<file path="config.mk">
export PLATFORM = sky130hd
export DESIGN_NAME = top6_stream_sorter
export DESIGN_NICKNAME = d
export VERILOG_FILES = /design/src/rtl/top6_pkg.sv /design/src/rtl/rank_slot.sv /design/src/rtl/top6_stream_sorter.sv
export SDC_FILE = /design/constraint.sdc
export NUM_CORES = 1
export LEC_CHECK = 0
export CAP_MARGIN = 20
export CORE_AREA = 3 3 118 97
export CTS_CLUSTER_DIAMETER = 200
export CTS_CLUSTER_SIZE = 8
export DETAILED_ROUTE_END_ITERATION = 10
export DIE_AREA = 0 0 121 100
export GPL_TIMING_DRIVEN = 0
export PLACE_DENSITY = 0.77
export SLEW_MARGIN = 20
export SYNTH_ARGS = -nofsm -noshare
export SYNTH_HDL_FRONTEND = slang
export SYNTH_SLANG_ARGS = --single-unit
</file>
<file path="constraint.sdc">
create_clock -name clk -period 4.95 [get_ports clk]
set_clock_uncertainty 0.15 [all_clocks]
set_input_delay 1.2375 -clock clk [delete_from_list [all_inputs] [get_ports clk]]
set_output_delay 1.2375 -clock clk [all_outputs]
set_load 0.1 [all_outputs]
</file>
<file path="src/rtl/top6_pkg.sv">
// rtl/top6_pkg.sv - shared widths, entry format and FSM states for the top-6 stream sorter
package top6_pkg;
    localparam int VAL_W = 8;
    localparam int IDX_W = 5;
    localparam int K     = 6;
    localparam int N     = 2 ** IDX_W;
    localparam int CNT_W = $clog2(K + 1);

    // Field order matches the packed {value, index} output word
    typedef struct packed {
        logic signed [VAL_W-1:0] value;
        logic [IDX_W-1:0]        idx;
    } entry_t;

    typedef enum logic {
        LOAD  = 1'b0,
        DRAIN = 1'b1
    } state_t;
endpackage

</file>
<file path="src/rtl/rank_slot.sv">
// rtl/rank_slot.sv - one ranked entry of the sorted list; inserts, shifts down or holds
module rank_slot
    import top6_pkg::*;
(
    input  logic   clk,
    input  logic   rst_n,
    input  logic   i_clear,
    input  logic   i_insert_en,
    input  entry_t i_new,
    input  entry_t i_up_entry,
    input  logic   i_up_valid,
    input  logic   i_up_gt,
    output entry_t o_entry,
    output logic   o_valid,
    output logic   o_gt
);
    entry_t r_entry;
    logic   r_valid;

    // Ties are not "greater", so an earlier arrival keeps its rank
    assign o_gt    = !r_valid || ($signed(i_new.value) > $signed(r_entry.value));
    assign o_entry = r_entry;
    assign o_valid = r_valid;

    always_ff @(posedge clk) begin
        if (!rst_n || i_clear) begin
            r_entry <= '0;
            r_valid <= 1'b0;
        end else if (i_insert_en) begin
            if (i_up_gt) begin
                r_entry <= i_up_entry;
                r_valid <= i_up_valid;
            end else if (o_gt) begin
                r_entry <= i_new;
                r_valid <= 1'b1;
            end
        end
    end
endmodule

</file>
<file path="src/rtl/top6_stream_sorter.sv">
// rtl/top6_stream_sorter.sv - keeps the six largest values of a frame and drains them as {value, index} words
module top6_stream_sorter
    import top6_pkg::*;
(
    input  logic                          clk,
    input  logic                          rst_n,
    input  logic                          in_valid,
    output logic                          in_ready,
    input  logic signed [VAL_W-1:0]       in_value,
    input  logic                          in_last,
    output logic                          out_valid,
    input  logic                          out_ready,
    output logic signed [VAL_W+IDX_W-1:0] out_data,
    output logic                          out_last
);
    state_t           r_state;
    logic [IDX_W-1:0] r_idx_cnt;
    logic [CNT_W-1:0] r_count;
    logic [CNT_W-1:0] r_rd_ptr;

    entry_t w_entry [K];
    logic   w_valid [K];
    logic   w_gt    [K];
    entry_t w_new;
    entry_t w_sel;
    logic   w_in_hs;
    logic   w_update;
    logic   w_frame_end;
    logic   w_out_hs;
    logic   w_done;

    assign w_new       = '{value: in_value, idx: r_idx_cnt};
    assign w_in_hs     = in_valid && (r_state == LOAD);
    // A value below every full slot would only hold all slots, so skip the update
    assign w_update    = w_in_hs && w_gt[K-1];
    assign w_frame_end = w_in_hs && (in_last || (&r_idx_cnt));
    assign w_out_hs    = out_valid && out_ready;
    assign w_done      = w_out_hs && out_last;

    genvar gi;
    generate
        for (gi = 0; gi < K; gi++) begin : g_slot
            if (gi == 0) begin : g_head
                rank_slot u_slot (
                    .clk        (clk),
                    .rst_n      (rst_n),
                    .i_clear    (w_done),
                    .i_insert_en(w_update),
                    .i_new      (w_new),
                    .i_up_entry ('0),
                    .i_up_valid (1'b0),
                    .i_up_gt    (1'b0),
                    .o_entry    (w_entry[gi]),
                    .o_valid    (w_valid[gi]),
                    .o_gt       (w_gt[gi])
                );
            end else begin : g_tail
                rank_slot u_slot (
                    .clk        (clk),
                    .rst_n      (rst_n),
                    .i_clear    (w_done),
                    .i_insert_en(w_update),
                    .i_new      (w_new),
                    .i_up_entry (w_entry[gi-1]),
                    .i_up_valid (w_valid[gi-1]),
                    .i_up_gt    (w_gt[gi-1]),
                    .o_entry    (w_entry[gi]),
                    .o_valid    (w_valid[gi]),
                    .o_gt       (w_gt[gi])
                );
            end
        end
    endgenerate

    always_ff @(posedge clk) begin
        if (!rst_n) begin
            r_state   <= LOAD;
            r_idx_cnt <= '0;
            r_count   <= '0;
            r_rd_ptr  <= '0;
        end else begin
            case (r_state)
                LOAD: begin
                    if (w_in_hs) begin
                        r_idx_cnt <= r_idx_cnt + 1'b1;
                        // Slots fill top-down, so an empty last slot means not yet full
                        if (!w_valid[K-1]) begin
                            r_count <= r_count + 1'b1;
                        end
                        if (w_frame_end) begin
                            r_state <= DRAIN;
                        end
                    end
                end
                DRAIN: begin
                    if (w_out_hs) begin
                        if (out_last) begin
                            r_state   <= LOAD;
                            r_idx_cnt <= '0;
                            r_count   <= '0;
                            r_rd_ptr  <= '0;
                        end else begin
                            r_rd_ptr <= r_rd_ptr + 1'b1;
                        end
                    end
                end
                default: r_state <= LOAD;
            endcase
        end
    end

    assign w_sel     = w_entry[r_rd_ptr];
    assign in_ready  = (r_state == LOAD);
    assign out_valid = (r_state == DRAIN);
    assign out_data  = (r_state == DRAIN) ? w_sel : '0;
    assign out_last  = (r_state == DRAIN) && (r_rd_ptr == r_count - 1'b1);
endmodule

</file>
==> summary.txt <==
Timing
  – Fmax: 212 MHz
  – RSZ-0062 raised after global routing: no
  – Period minus WS final: 4.72 ns
  – Setup TNS: 0 ns
  – Final setup vio count: 0
  – Final WS setup: 0.232 ns
  – Actual slew at the worst max-slew pin: 0.995 ns
  – Final Hold Vio Count: 0
  – Slew Viols, Final: 0
  – Slew HR: 0.335
  – Crit share post-route: 0.953
  – Fin Hold WS: 0.358 ns

Yosys
  – Top cells by area, synth: dfxtp_1 (31%), mux2i_1 (11%), ha_1 (11%), a21oi_1 (7.0%), nor2_1 (6.6%)
  – Mapped Cells: 707
  – Synth top area share: 0.311
  – Synth cell types: 59
  – Post-synth EDFFs: 0
  – Seq/Total Area, Yosys: 0.311
  – Synth Net Count: 773
  – Mapped Avg Cell Area: 8.74 um^2
  – Async set-reset flop share out of synthesis: 0
  – Synthesis-stage register bit count: 96
  – Mapped cell area: 6180 um^2
  – Cell taking the most area after synthesis: dfxtp_1
  – Synth Flop Type: dfxtp_1
  – Synth Warn #: 0

Flow run
  – Max cap viols: 0

Drt
  – Vias per cell: roughly 6.3
  – DR pass1 iterations: 5
  – DR vias: 5583
  – WL per Instance: between 15 and 20 um
  – Post-route ant nets: 0
  – DR iter-0 viols: 533
  – Drt total wl: 17.3 mm
  – DR DRC count: 0

Finish
  – Final non-filler cell total: 890
  – Filler Cells Inserted: roughly 840
  – Diode count: 0
  – Share of cells above drive strength 1: 0.0960
  – Commonest non-fill, non-tap cell in the layout: nor2_1
  – Post-layout util: 0.672
  – Most frequent cells in the layout: nor2_1 (108), dfxtp_1 (96), a21oi_1 (87)
  – Nets: 812
  – Layout area overhead: 11.7%

Floorplan
  – Rows: 33
  – Die Area: 12100 um^2
  – Starting density of the core: 0.601
  – I/O pin cnt: 29
  – Die height: 100 um
  – Core ar.: 10300 um^2
  – Die width: about 120 um

Global routing
  – Largest net degree at the start of global routing: 17
  – First-pass GRT wire length: 28.1 mm
  – Grt ovf: 0
  – Initial antenna violation count: 0
  – Total Routing Usage GR: 0.295
  – Vias in the first global route: 5433

Power and ir drop
  – Seq pwr share: 0.410
  – Cell Pwr Density: 343 nW/um^2
  – Combinational Power Share: 0.305
  – Pleak: 2.73 nW
  – VDD IR max: approximately 0.0003 V
  – NetSw: 0.000848 W
  – Clock network power share: 0.285
  – Internal power: 0.00152 W
  – Switching share of power: 0.358

Worst setup path
  – Gate family responsible for the most delay along the worst path: buffers and inverters
  – Worst setup SP type: register
  – Data arrival time of the critical path: about 3.3 ns
  – Worst-path cell chain: buf_2, buf_1, mux4_2, a21oi_1, nor2_1, clkdlybuf4s50_1
  – Setup crit end kind: output pin
  – Slowest cell on crit path: clkdlybuf4s50_1
  – Crit path kind: reg2out
  – CP Max Fanout: 10
  – Crit path buf inv count: 3
  – CP required: about 3.6 ns
  – CP peak stage delay: 1.15 ns

Placed design
  – RePlAce Congestion: 0.955
  – Post-DP HPWL: 13.4 mm
  – Dpl cells: 875
  – Pre-CTS setup slack: 0.205 ns
  – PortBufs: 28

Clocking
  – Clk sinks: 96
  – Cts bufs inserted: 9
  – Post-CTS Setup Bufs: 0
  – Hold buffers post-CTS: 0
  – Max H-tree Level: 3
  – Clk buf depth: 2
  – Skew-Pair Late Insertion Delay: 0.35 ns
  – Clock-pin slew of the registers on the worst-case setup and hold paths: about 0.07 ns
  – Root Buffer: clkbuf_16
  – TritonCTS clock tree: built

Worst hold path
  – HP Class: reg2reg

Outcome
  – Status: finished clean
-- cell families (layout without fill, tap and decap cells) --
kind of cell,Yosys count,in the layout,synth area share
AO/OA/AOI/OAI,201,201,0.213
AND/OR/NAND/NOR,171,171,0.121
flip-flops,96,96,0.311
buffers and inverters,94,137,0.0723
multiplexers,83,83,0.163
adder cells (fa/ha/maj),53,53,0.107
XOR/XNOR,9,9,0.0128
-- sequential cells by signal, summed over array words and instances (netlist names) --
name and count:
g_slot.g_tail.u_slot.o_valid 5, r_count 3, r_idx_cnt 5, g_slot.g_head.u_slot.o_valid 1, r_rd_ptr 3, out_valid 1, g_slot.g_tail.u_slot.o_entry 65, g_slot.g_head.u_slot.o_entry 13
-- path summary, 6_finish.rpt --
| kind | startpoint | endpoint | slack [ns] | cells past startpoint |
|---|---|---|---|---|
| worst max-delay path | r_rd_ptr[1] | out_data[0] | 0.23 | 6 |
| worst max register to register | r_count[0] | g_slot[3].g_tail.u_slot.o_entry[2] | 1.81 | 9 |
| worst min register to register | g_slot[3].g_tail.u_slot.o_valid | g_slot[3].g_tail.u_slot.o_valid | 0.36 | 2 |
| worst min-delay path | g_slot[3].g_tail.u_slot.o_valid | g_slot[3].g_tail.u_slot.o_valid | 0.36 | 2 |
-- synth_stat cells (4+ instances only) --
library cell / count
mux2i_1: 69
dfxtp_1: 96
buf_4: 4
a21oi_1: 87
a211oi_2: 8
nand4_1: 10
nand2b_1: 5
mux4_2: 13
nor2b_1: 7
clkbuf_1: 14
nor2_1: 108
nand2_1: 23
xor2_1: 6
ha_1: 53
o21a_1: 4
inv_1: 50
buf_1: 5
a211oi_1: 33
o21ai_0: 36
nand3_1: 6
buf_2: 10
a21o_1: 4
-- power by group through the flow --
stage	Clock (W)	Sequential [W]	Combinational [W]
after floorplan	0	0.000949	0.000546
after global placement	0	0.000976	0.000677
after detailed placement	0	0.000982	0.000712
after CTS	0.000679	0.000965	0.000716
after global routing	0.000707	0.000982	0.000800
final	0.000675	0.000971	0.000724
-- area by class of cell --
| type | count | area (um^2) | area share |
|---|---|---|---|
| repair buffers | 28 | 270 | 0.0391 |
| clock inverters | 5 | 40.0 | 0.00580 |
| well taps | 140 | 175 | 0.0254 |
| clock buffers | 10 | 239 | 0.0346 |
| plain buffers | 42 | 251 | 0.0364 |
| multi-input cells | 517 | 3810 | 0.552 |
| flip-flops and latches | 96 | 1920 | 0.278 |
| inverters | 52 | 195 | 0.0283 |
-- layer usage --
layer	GRT usage	wire length (um)	up-vias
li1	-	-	2610
met1	0.401	7520	2654
met2	0.471	7870	282
met3	0.0749	1590	37
met4	0.0775	341	0
met5	0	0	-
-- repair_timing --
| action | 4_1_cts | 5_1_grt |
|---|---|---|
| endpoints found under the setup margin | 10 | 1 |
| hold endpoints to repair | 0 | 0 |
| resized for setup | 10 | 1 |
-- metrics by stage --
step / instance area [um^2] / total power [W]
detailed placement: 6640 / 0.00169
finish: 6900 / 0.00237
CTS: 6900 / 0.00236
global placement: 6640 / 0.00165
floorplan: 6180 / 0.00149
global route: 6900 / 0.00249
-- worst register-to-register path: cells and delay by family (launching register included) --
family                     cells  cell delay, ns
and+or+nand+nor                3            1.02
buffers and inverters          2            0.59
DFF                            1            0.43
AOI/OAI and AO/OA              2            0.39
adders and majority gates      1            0.33
xor gates and xnor gates       1            0.16
Note: power is estimated with default switching activity, not from simulation.
